--- config.mk ---
export PLATFORM = sky130hd
export DESIGN_NAME = rep_detect
export DESIGN_NICKNAME = d
export VERILOG_FILES = /design/src/rtl/rep_detect_pkg.sv /design/src/rtl/rep_detect_fifo.sv /design/src/rtl/rep_detect.sv
export SDC_FILE = /design/constraint.sdc
export NUM_CORES = 1
export LEC_CHECK = 0
export ABC_AREA = 1
export ABC_CLOCK_PERIOD_IN_PS = 3610
export BUFFER_PORTS_ARGS = -buffer_cell sky130_fd_sc_hd__buf_2
export CORE_MARGIN = 4
export CORE_UTILIZATION = 35
export CTS_CLUSTER_DIAMETER = 30
export DETAILED_ROUTE_END_ITERATION = 8
export HOLD_SLACK_MARGIN = 0.03
export PLACE_DENSITY = 0.54
export SLEW_MARGIN = 15
export SYNTH_ARGS = -nofsm -noshare
export SYNTH_HDL_FRONTEND = slang
export SYNTH_SLANG_ARGS = --single-unit
--- constraint.sdc ---
create_clock -name clk -period 3.61 [get_ports clk]
set_clock_uncertainty 0.15 [all_clocks]
set_input_delay 0.1805 -clock clk [delete_from_list [all_inputs] [get_ports clk]]
set_output_delay 0.1805 -clock clk [all_outputs]
set_load 0.05 [all_outputs]
--- src/rtl/rep_detect_pkg.sv ---
// rep_detect_pkg: definitions shared by the repetition detector and the
// downstream multiplier/agrupate stages.
//   - beat layout offsets for the {zero, rep, value} word (value in LSBs)
//   - FSM state encoding (IDLE, RUN)
//   - default input FIFO geometry
package rep_detect_pkg;

  // Default geometry of the input group FIFO.
  localparam int DEF_FIFO_SLOTS     = 4;
  localparam int DEF_FIFO_LOG_SLOTS = 2;

  // The value field always starts at bit 0 of a beat.
  localparam int BEAT_VALUE_LSB = 0;

  typedef enum logic [0:0] {
    ST_IDLE = 1'b0,
    ST_RUN  = 1'b1
  } state_e;

  // The rep matrix sits directly above the value field.
  function automatic int beat_rep_lsb(input int act_width);
    return BEAT_VALUE_LSB + act_width;
  endfunction

  // The zero vector sits above the GS x GS rep matrix.
  function automatic int beat_zero_lsb(input int act_width, input int group_size);
    return beat_rep_lsb(act_width) + group_size * group_size;
  endfunction

  // Total beat width: value + matrix + zero vector.
  function automatic int beat_width(input int act_width, input int group_size);
    return beat_zero_lsb(act_width, group_size) + group_size;
  endfunction

endpackage

--- src/rtl/rep_detect_fifo.sv ---
// rep_detect_fifo: small synchronous FIFO holding whole activation groups.
//   clk, rst      : clock, synchronous active-low reset (empties the FIFO)
//   wr_en/wr_data : write strobe and data; a write while full is dropped
//   rd_en         : pop the head entry (ignored while empty)
//   rd_data       : head entry, valid whenever empty is low
//   empty/full/almost_full : occupancy flags (almost_full = one slot left)
module rep_detect_fifo
  import rep_detect_pkg::*;
#(
  parameter int NUM_SLOTS     = DEF_FIFO_SLOTS,
  parameter int LOG_NUM_SLOTS = DEF_FIFO_LOG_SLOTS,
  parameter int DATA_WIDTH    = 32
) (
  input  logic                  clk,
  input  logic                  rst,
  input  logic                  wr_en,
  input  logic [DATA_WIDTH-1:0] wr_data,
  input  logic                  rd_en,
  output logic [DATA_WIDTH-1:0] rd_data,
  output logic                  empty,
  output logic                  full,
  output logic                  almost_full
);

  localparam logic [LOG_NUM_SLOTS:0] FULL_CNT   = (LOG_NUM_SLOTS+1)'(NUM_SLOTS);
  localparam logic [LOG_NUM_SLOTS:0] ALMOST_CNT = (LOG_NUM_SLOTS+1)'(NUM_SLOTS - 1);

  logic [DATA_WIDTH-1:0]    mem_r [NUM_SLOTS];
  logic [LOG_NUM_SLOTS-1:0] wr_ptr_r;
  logic [LOG_NUM_SLOTS-1:0] rd_ptr_r;
  logic [LOG_NUM_SLOTS:0]   count_r;
  logic                     wr_ok_s;
  logic                     rd_ok_s;

  assign empty       = (count_r == {(LOG_NUM_SLOTS+1){1'b0}});
  assign full        = (count_r == FULL_CNT);
  assign almost_full = (count_r == ALMOST_CNT);
  assign wr_ok_s     = wr_en & ~full;
  assign rd_ok_s     = rd_en & ~empty;
  assign rd_data     = mem_r[rd_ptr_r];

  // Storage array; contents need no reset because empty gates every read.
  always_ff @(posedge clk) begin
    if (wr_ok_s) begin
      mem_r[wr_ptr_r] <= wr_data;
    end
  end

  // Pointers and occupancy count; pointers wrap naturally (power-of-two depth).
  always_ff @(posedge clk) begin
    if (!rst) begin
      wr_ptr_r <= {LOG_NUM_SLOTS{1'b0}};
      rd_ptr_r <= {LOG_NUM_SLOTS{1'b0}};
      count_r  <= {(LOG_NUM_SLOTS+1){1'b0}};
    end else begin
      if (wr_ok_s) begin
        wr_ptr_r <= wr_ptr_r + 1'b1;
      end
      if (rd_ok_s) begin
        rd_ptr_r <= rd_ptr_r + 1'b1;
      end
      case ({wr_ok_s, rd_ok_s})
        2'b10:   count_r <= count_r + 1'b1;
        2'b01:   count_r <= count_r - 1'b1;
        default: count_r <= count_r;
      endcase
    end
  end

endmodule

--- src/rtl/rep_detect.sv ---
// rep_detect: repetition detector in front of the multiplier/agrupate chain.
// Each buffered group of GROUP_SIZE activations is decoded into a repetition
// matrix and a zero vector, then serialised as one beat per distinct non-zero
// value (a single value-0 beat for an all-zero group).
//   clk, rst                      : clock, synchronous active-low reset
//   configure, num_iters,
//   num_reads_per_iter            : load run counters and start a run
//   data_in, valid_in, avail_out  : upstream group write port
//   data_out, valid_out, avail_in : downstream beat port {zero, rep, value}
module rep_detect
  import rep_detect_pkg::*;
#(
  parameter int GROUP_SIZE             = 4,
  parameter int LOG_GROUP_SIZE         = 2,
  parameter int ACT_WIDTH              = 8,
  parameter int LOG_MAX_ITERS          = 16,
  parameter int LOG_MAX_READS_PER_ITER = 16,
  localparam int INPUT_WIDTH  = GROUP_SIZE * ACT_WIDTH,
  localparam int OUTPUT_WIDTH = beat_width(ACT_WIDTH, GROUP_SIZE)
) (
  input  logic                              clk,
  input  logic                              rst,
  input  logic                              configure,
  input  logic [LOG_MAX_ITERS-1:0]          num_iters,
  input  logic [LOG_MAX_READS_PER_ITER-1:0] num_reads_per_iter,
  input  logic [INPUT_WIDTH-1:0]            data_in,
  input  logic                              valid_in,
  output logic                              avail_out,
  output logic [OUTPUT_WIDTH-1:0]           data_out,
  output logic                              valid_out,
  input  logic                              avail_in
);

  localparam int REP_LSB  = beat_rep_lsb(ACT_WIDTH);
  localparam int ZERO_LSB = beat_zero_lsb(ACT_WIDTH, GROUP_SIZE);
  localparam logic [LOG_MAX_ITERS-1:0]          ITERS_ONE = LOG_MAX_ITERS'(1'b1);
  localparam logic [LOG_MAX_READS_PER_ITER-1:0] READS_ONE = LOG_MAX_READS_PER_ITER'(1'b1);
  localparam logic [GROUP_SIZE-1:0]             GS_ONE    = GROUP_SIZE'(1'b1);

  // FIFO interface
  logic [INPUT_WIDTH-1:0] head_s;
  logic                   empty_s;
  logic                   full_s;
  logic                   almost_full_s;
  logic                   pop_s;

  // Head decode
  logic [ACT_WIDTH-1:0]             act_s [GROUP_SIZE];
  logic [GROUP_SIZE-1:0]            zero_s;
  logic [GROUP_SIZE-1:0]            rep_diag_s;
  logic [GROUP_SIZE*GROUP_SIZE-1:0] rep_s;

  // Selection / emit
  logic [GROUP_SIZE-1:0]     done_mask_r;
  logic [GROUP_SIZE-1:0]     pend_s;
  logic [GROUP_SIZE-1:0]     sel_onehot_s;
  logic [LOG_GROUP_SIZE-1:0] sel_s;
  logic                      last_s;
  logic                      emit_s;
  logic [OUTPUT_WIDTH-1:0]   beat_s;
  logic [OUTPUT_WIDTH-1:0]   data_out_r;
  logic                      valid_out_r;

  // Control
  state_e                            state_r;
  state_e                            state_nx_s;
  logic                              run_s;
  logic                              cfg_load_s;
  logic                              final_group_s;
  logic [LOG_MAX_ITERS-1:0]          iters_r;
  logic [LOG_MAX_READS_PER_ITER-1:0] reads_r;
  logic [LOG_MAX_READS_PER_ITER-1:0] reads_copy_r;

  rep_detect_fifo #(
    .NUM_SLOTS     (DEF_FIFO_SLOTS),
    .LOG_NUM_SLOTS (DEF_FIFO_LOG_SLOTS),
    .DATA_WIDTH    (INPUT_WIDTH)
  ) u_fifo (
    .clk         (clk),
    .rst         (rst),
    .wr_en       (valid_in),
    .wr_data     (data_in),
    .rd_en       (pop_s),
    .rd_data     (head_s),
    .empty       (empty_s),
    .full        (full_s),
    .almost_full (almost_full_s)
  );

  // Keep one slot of slack so a write already in flight still fits.
  assign avail_out = ~full_s & ~almost_full_s;

  // Row r of the matrix is populated only when act[r] is the first
  // occurrence of a non-zero value; it then marks every equal element.
  for (genvar r = 0; r < GROUP_SIZE; r++) begin : g_row
    logic earlier_match_s;

    assign act_s[r]  = head_s[r*ACT_WIDTH +: ACT_WIDTH];
    assign zero_s[r] = (act_s[r] == {ACT_WIDTH{1'b0}});

    // Detect an equal value at a lower index (r is then not a representative).
    always_comb begin
      earlier_match_s = 1'b0;
      for (int c = 0; c < r; c++) begin
        earlier_match_s = earlier_match_s | (act_s[c] == act_s[r]);
      end
    end

    assign rep_diag_s[r] = ~zero_s[r] & ~earlier_match_s;

    for (genvar c = 0; c < GROUP_SIZE; c++) begin : g_col
      assign rep_s[r*GROUP_SIZE + c] = rep_diag_s[r] & (act_s[c] == act_s[r]);
    end
  end

  assign pend_s       = rep_diag_s & ~done_mask_r;
  // Isolate the lowest pending representative (x & -x).
  assign sel_onehot_s = pend_s & (~pend_s + GS_ONE);
  assign last_s       = ~|(pend_s & ~sel_onehot_s);
  assign emit_s       = run_s & ~empty_s & avail_in;
  assign pop_s        = emit_s & last_s;

  // Binary index of the lowest pending representative; scanning downwards
  // lets the lowest index overwrite higher ones. An empty pend selects 0.
  always_comb begin
    sel_s = {LOG_GROUP_SIZE{1'b0}};
    for (int i = GROUP_SIZE - 1; i >= 0; i--) begin
      if (pend_s[i]) begin
        sel_s = LOG_GROUP_SIZE'(i);
      end else begin
        sel_s = sel_s;
      end
    end
  end

  // Assemble the {zero, rep, value} beat for the current selection.
  always_comb begin
    beat_s = {OUTPUT_WIDTH{1'b0}};
    beat_s[BEAT_VALUE_LSB +: ACT_WIDTH]     = act_s[sel_s];
    beat_s[REP_LSB +: GROUP_SIZE*GROUP_SIZE] = rep_s;
    beat_s[ZERO_LSB +: GROUP_SIZE]           = zero_s;
  end

  // Output beat register; data_out holds its last value between beats.
  always_ff @(posedge clk) begin
    if (!rst) begin
      valid_out_r <= 1'b0;
      data_out_r  <= {OUTPUT_WIDTH{1'b0}};
    end else if (emit_s) begin
      valid_out_r <= 1'b1;
      data_out_r  <= beat_s;
    end else begin
      valid_out_r <= 1'b0;
      data_out_r  <= data_out_r;
    end
  end

  assign valid_out = valid_out_r;
  assign data_out  = data_out_r;

  // Track representatives already emitted for the group at the FIFO head.
  always_ff @(posedge clk) begin
    if (!rst) begin
      done_mask_r <= {GROUP_SIZE{1'b0}};
    end else if (pop_s) begin
      done_mask_r <= {GROUP_SIZE{1'b0}};
    end else if (emit_s) begin
      done_mask_r <= done_mask_r | sel_onehot_s;
    end else begin
      done_mask_r <= done_mask_r;
    end
  end

  // A configure with either count at zero is ignored.
  assign cfg_load_s    = configure & (num_iters != {LOG_MAX_ITERS{1'b0}})
                         & (num_reads_per_iter != {LOG_MAX_READS_PER_ITER{1'b0}});
  assign final_group_s = pop_s & (reads_r == READS_ONE) & (iters_r == ITERS_ONE);

  // FSM state register.
  always_ff @(posedge clk) begin
    if (!rst) begin
      state_r <= ST_IDLE;
    end else begin
      state_r <= state_nx_s;
    end
  end

  // FSM next state: a run ends when the last group of the last iteration pops.
  always_comb begin
    state_nx_s = state_r;
    case (state_r)
      ST_IDLE: begin
        if (cfg_load_s) begin
          state_nx_s = ST_RUN;
        end else begin
          state_nx_s = ST_IDLE;
        end
      end
      ST_RUN: begin
        if (cfg_load_s) begin
          state_nx_s = ST_RUN;
        end else if (final_group_s) begin
          state_nx_s = ST_IDLE;
        end else begin
          state_nx_s = ST_RUN;
        end
      end
      default: state_nx_s = ST_IDLE;
    endcase
  end

  // FSM outputs.
  always_comb begin
    run_s = 1'b0;
    case (state_r)
      ST_RUN:  run_s = 1'b1;
      ST_IDLE: run_s = 1'b0;
      default: run_s = 1'b0;
    endcase
  end

  // Run counters: reads_r counts groups left in this iteration, iters_r
  // counts iterations left; reads_copy_r restores reads_r per iteration.
  always_ff @(posedge clk) begin
    if (!rst) begin
      iters_r      <= {LOG_MAX_ITERS{1'b0}};
      reads_r      <= {LOG_MAX_READS_PER_ITER{1'b0}};
      reads_copy_r <= {LOG_MAX_READS_PER_ITER{1'b0}};
    end else if (cfg_load_s) begin
      iters_r      <= num_iters;
      reads_r      <= num_reads_per_iter;
      reads_copy_r <= num_reads_per_iter;
    end else if (pop_s) begin
      if (reads_r == READS_ONE) begin
        iters_r <= iters_r - ITERS_ONE;
        if (iters_r == ITERS_ONE) begin
          reads_r <= reads_r - READS_ONE;
        end else begin
          reads_r <= reads_copy_r;
        end
      end else begin
        reads_r <= reads_r - READS_ONE;
      end
    end
  end

endmodule
==> results_tabular.tex <==
\begin{tabular}{lr}
\hline
Metric & Value \\
\hline
\multicolumn{2}{l}{\textbf{GRT}} \\
Global-route total usage across every layer & 18.49\% \\
Maximum number of pins on one net before global-route repair & 57 \\
Overflow after GRT & 0 \\
Vias in the first global route & 9,589 \\
Global-route wire length before repair & 50,500 um \\
Number of antenna violations at the first check in global routing & 0 \\
\multicolumn{2}{l}{\textbf{Setup path}} \\
Library cell appearing most often on the critical path & nand2\_1 \\
Maximum fanout along the worst path & 23 \\
Top delay family on crit path & simple AND/OR/NAND/NOR gates \\
Worst Setup End Kind & register \\
Data required, critical path & 3880 ps \\
Critical path data arrival time & 3800 ps \\
Kind of launch point of the worst setup path & register \\
Critical path, cell by cell & inv\_6, buf\_12, nand2\_1, nand3\_1, nand2\_1, inv\_1, nand2\_1, nand2\_1, nand2\_1, nor2\_1, nand2\_1, nand2\_1, nor2\_2, nand3\_2, nand3b\_1, nand2\_4, buf\_8, o21ai\_0, nor2\_1, dlygate4sd3\_1 \\
Critical path buffer and inverter count & 5 \\
Critical path class & register to register \\
Slowest cell delay on critical path & 560 ps \\
Slowest cell on the critical path & dlygate4sd3\_1 \\
\multicolumn{2}{l}{\textbf{Timing}} \\
Slew Limit Fails & 0 \\
Maximum achievable frequency & 283.3 MHz \\
Min Clock Period, post-route & 3530 ps \\
Tightest slew margin relative to the limit & 53.29\% \\
Final Hold Vio Count & 0 \\
Final worst-path cycle share & 97.77\% \\
Worst hold slack & 47.71 ps \\
Worst Setup Slack, final & 80.43 ps \\
Transition time of the tightest slew-check pin & 694.2 ps \\
Total of endpoints with negative setup slack in the final report & 0 \\
\multicolumn{2}{l}{\textbf{Routing}} \\
Detail-routed via count per cell & 4.869 \\
Count of unresolved DRC violations after routing & 0 \\
Post-route ant nets & 0 \\
Overall routed net length & 32,280 um \\
Detailed router's first-iteration violation count & 666 \\
Vias & 9,997 \\
TritonRoute pass-1 iters & 7 \\
Wirelength per Cell & 15.72 um \\
\multicolumn{2}{l}{\textbf{Placement}} \\
Pre-CTS WS & 88.41 ps \\
Count of input and output buffers & 98 \\
Area after detailed placement & 0.01196 mm2 \\
Detailed Place HPWL & 21,140 um \\
Count of placed standard cells including taps & 1,882 \\
Routability congestion estimate from global placement & 0.9065 \\
\multicolumn{2}{l}{\textbf{Power and ir drop}} \\
Clock group share of total power & 55.3\% \\
Power density of the placed cells & 563.3 mW/mm2 \\
Combinational share of power & 10.1\% \\
Sw Ratio & 24.85\% \\
Worst ir drop on vdd & 0.4827 mV \\
Leakage & 6.473 nW \\
Cell Int Power & 6.173 mW \\
Switching power & 2.041 mW \\
Power share of the sequential group & 34.6\% \\
\multicolumn{2}{l}{\textbf{Clocking}} \\
Cts bufs inserted & 51 \\
Number of H-tree levels & 2 \\
CTS sink count & 219 \\
Clock root buffer master & clkbuf\_16 \\
Maximum root-to-sink buffer count & 3 \\
CTS tree & built \\
Clock-pin slew of the registers on the worst-case setup and hold paths & 50 ps \\
Worst-Skew Late Latency & 560 ps \\
\multicolumn{2}{l}{\textbf{Final layout}} \\
Total inserted antenna cells & 0 \\
Signed area change from the synthesized netlist to the final layout & 33.92\% \\
Total non-filler cell area in the finished layout & 0.01458 mm2 \\
Share of layout cells above drive strength 1 & 16.48\% \\
Final non-filler cell total & 2,053 \\
Post-route core utilization & 47.54\% \\
\# nets final & 1,694 \\
\multicolumn{2}{l}{\textbf{Synth}} \\
Post-synth top flop & edfxtp\_1 \\
Number of flip-flops and latches in the synthesized netlist & 219 \\
Post-Synthesis Mean Instance Area & 7.749 um2 \\
Synthesized instance count & 1,405 \\
Number of nets produced by synthesis & 1,484 \\
Synth Warn \# & 0 \\
Async SR Flop Fraction & 0\% \\
Sequential cell area fraction in the yosys report & 52.03\% \\
Number of distinct library cells after synthesis & 38 \\
Number of enable-type register cells in the synthesized netlist & 128 \\
Netlist area before placement & 0.01089 mm2 \\
\multicolumn{2}{l}{\textbf{Floorplan}} \\
Number of top-level pins & 99 \\
Die width & 184.4 um \\
Core box area & 0.03067 mm2 \\
Standard-cell rows & 64 \\
Overall die area & 0.03399 mm2 \\
Floorplan die height & 184.4 um \\
Initial core utilization & 35.50\% \\
\multicolumn{2}{l}{\textbf{Hold path}} \\
Path type of the worst min-delay path & input port to register \\
\multicolumn{2}{l}{\textbf{Run}} \\
Max Cap Viol & 0 \\
\multicolumn{2}{l}{\textbf{Run status}} \\
Run status & completed \\
\hline
\end{tabular}
[metal layers]
metal	vias up	wire (um)	global-route usage (%)	share of wire (%)
met4	0	553	4.673	1.7
met3	45	1911	3.256	5.9
li1	5068	-	-	-
met2	284	15370	31.18	48
met1	4600	14450	24.77	45
met5	-	0	0	0
[registers in the layout, indices dropped and copies added, names as in the netlist, named ones only]
name             flops
reads_r             16
valid_out            1
u_fifo.count_r       3
state_r              1
data_out            28
u_fifo.wr_ptr_r      2
reads_copy_r        16
iters_r             16
u_fifo.rd_ptr_r      2
done_mask_r          4
u_fifo.mem_r       128
[cells by family after synthesis]
group,Yosys count,share of synthesized area (%)
AOI/OAI and AO/OA,131,6.435
xor gates and xnor gates,14,1.126
adders and majority gates,10,1.218
DFF,219,52.03
buffers and inverters,148,5.815
and+or+nand+nor,883,33.37
[what timing repair did]
action,4_1_cts,5_1_grt
resized for setup,0,32
endpoints found under the hold margin,193,0
setup buffers,0,5
hold buffers,68,0
setup endpoints to repair,0,5
[power by group through the flow]
stage	Clock [mW]	Sequential (mW)	Combinational (mW)
floorplan	0	2.90	0.487
global placement	0	2.88	0.756
detailed placement	0	2.88	0.760
CTS	4.63	2.84	0.822
global route	4.78	2.85	0.944
finish	4.54	2.84	0.831
[area by class of cell]
cell class | count | area, um2
fillers | 2987 | 16090
flip-flops and latches | 219 | 5670
multi-input cells | 1038 | 4683
repair buffers | 211 | 1632
clock buffers | 65 | 1399
well taps | 396 | 495.5
inverters | 94 | 360.3
clock inverters | 30 | 341.6
[worst min-delay path, cell delays in order]
cell and delay, ps:
buf_2 100, nand3_2 190, nand2_1 100, a21oi_1 120
[path summary, 6_finish.rpt]
| kind | slack [ps] | depth (start not counted) | to | start |
|---|---|---|---|---|
| worst min register to register | 280 | 2 | data_out[12] | data_out[12] |
| worst min-delay path | 50 | 4 | reads_copy_r[4] | configure |
| worst max register to register | 80 | 20 | iters_r[0] | register |
| worst max-delay path | 80 | 20 | iters_r[0] | register |
[placed cells by master, fill, tap and decap left out, drive strengths merged]
cell | netlist | routed
clkinv | 1 | 17
fa | 1 | 1
and3 | 1 | 1
nor4 | 12 | 12
nor3 | 12 | 12
a32o | 4 | 4
nand3 | 149 | 149
edfxtp | 128 | 128
a21oi | 71 | 71
dlygate4sd3 | 0 | 68
or2 | 2 | 2
nand3b | 2 | 2
dfxtp | 91 | 91
o41ai | 1 | 1
a22o | 2 | 2
nand4 | 18 | 18
ha | 9 | 9
nor2 | 100 | 100
a31oi | 2 | 2
clkbuf | 24 | 68
nand2 | 587 | 587
o21a | 1 | 1
xor2 | 9 | 9
inv | 93 | 99
clkinvlp | 0 | 3
buf | 30 | 140
o21ai | 48 | 48
xnor2 | 5 | 5
o31ai | 2 | 2
bufinv | 0 | 5
[through the flow]
| stage | total power, mW | setup TNS [ps] |
|---|---|---|
| finish | 8.214 | 0 |
| global route | 8.568 | -126.2 |
| CTS | 8.290 | 0 |
| detailed placement | 3.642 | 0 |
| global placement | 3.637 | 0 |
| floorplan | 3.383 | 0 |
[Yosys cell counts, types with 7 or more instances]
master,count,area share (%)
dfxtp_1,91,17
ha_1,9,1.0
nor3_1,11,0.51
clkbuf_1,24,0.83
nand3_1,149,6.8
buf_2,17,0.78
nand4_1,18,1.0
xor2_1,9,0.72
nor4_1,12,0.69
inv_2,8,0.28
nor2_1,99,3.4
edfxtp_1,128,35
nand2_1,581,20
a21oi_1,70,3.2
o21ai_0,46,2.1
inv_1,85,2.9
buf_4,7,0.48
Power figures use the tool's default switching activity.
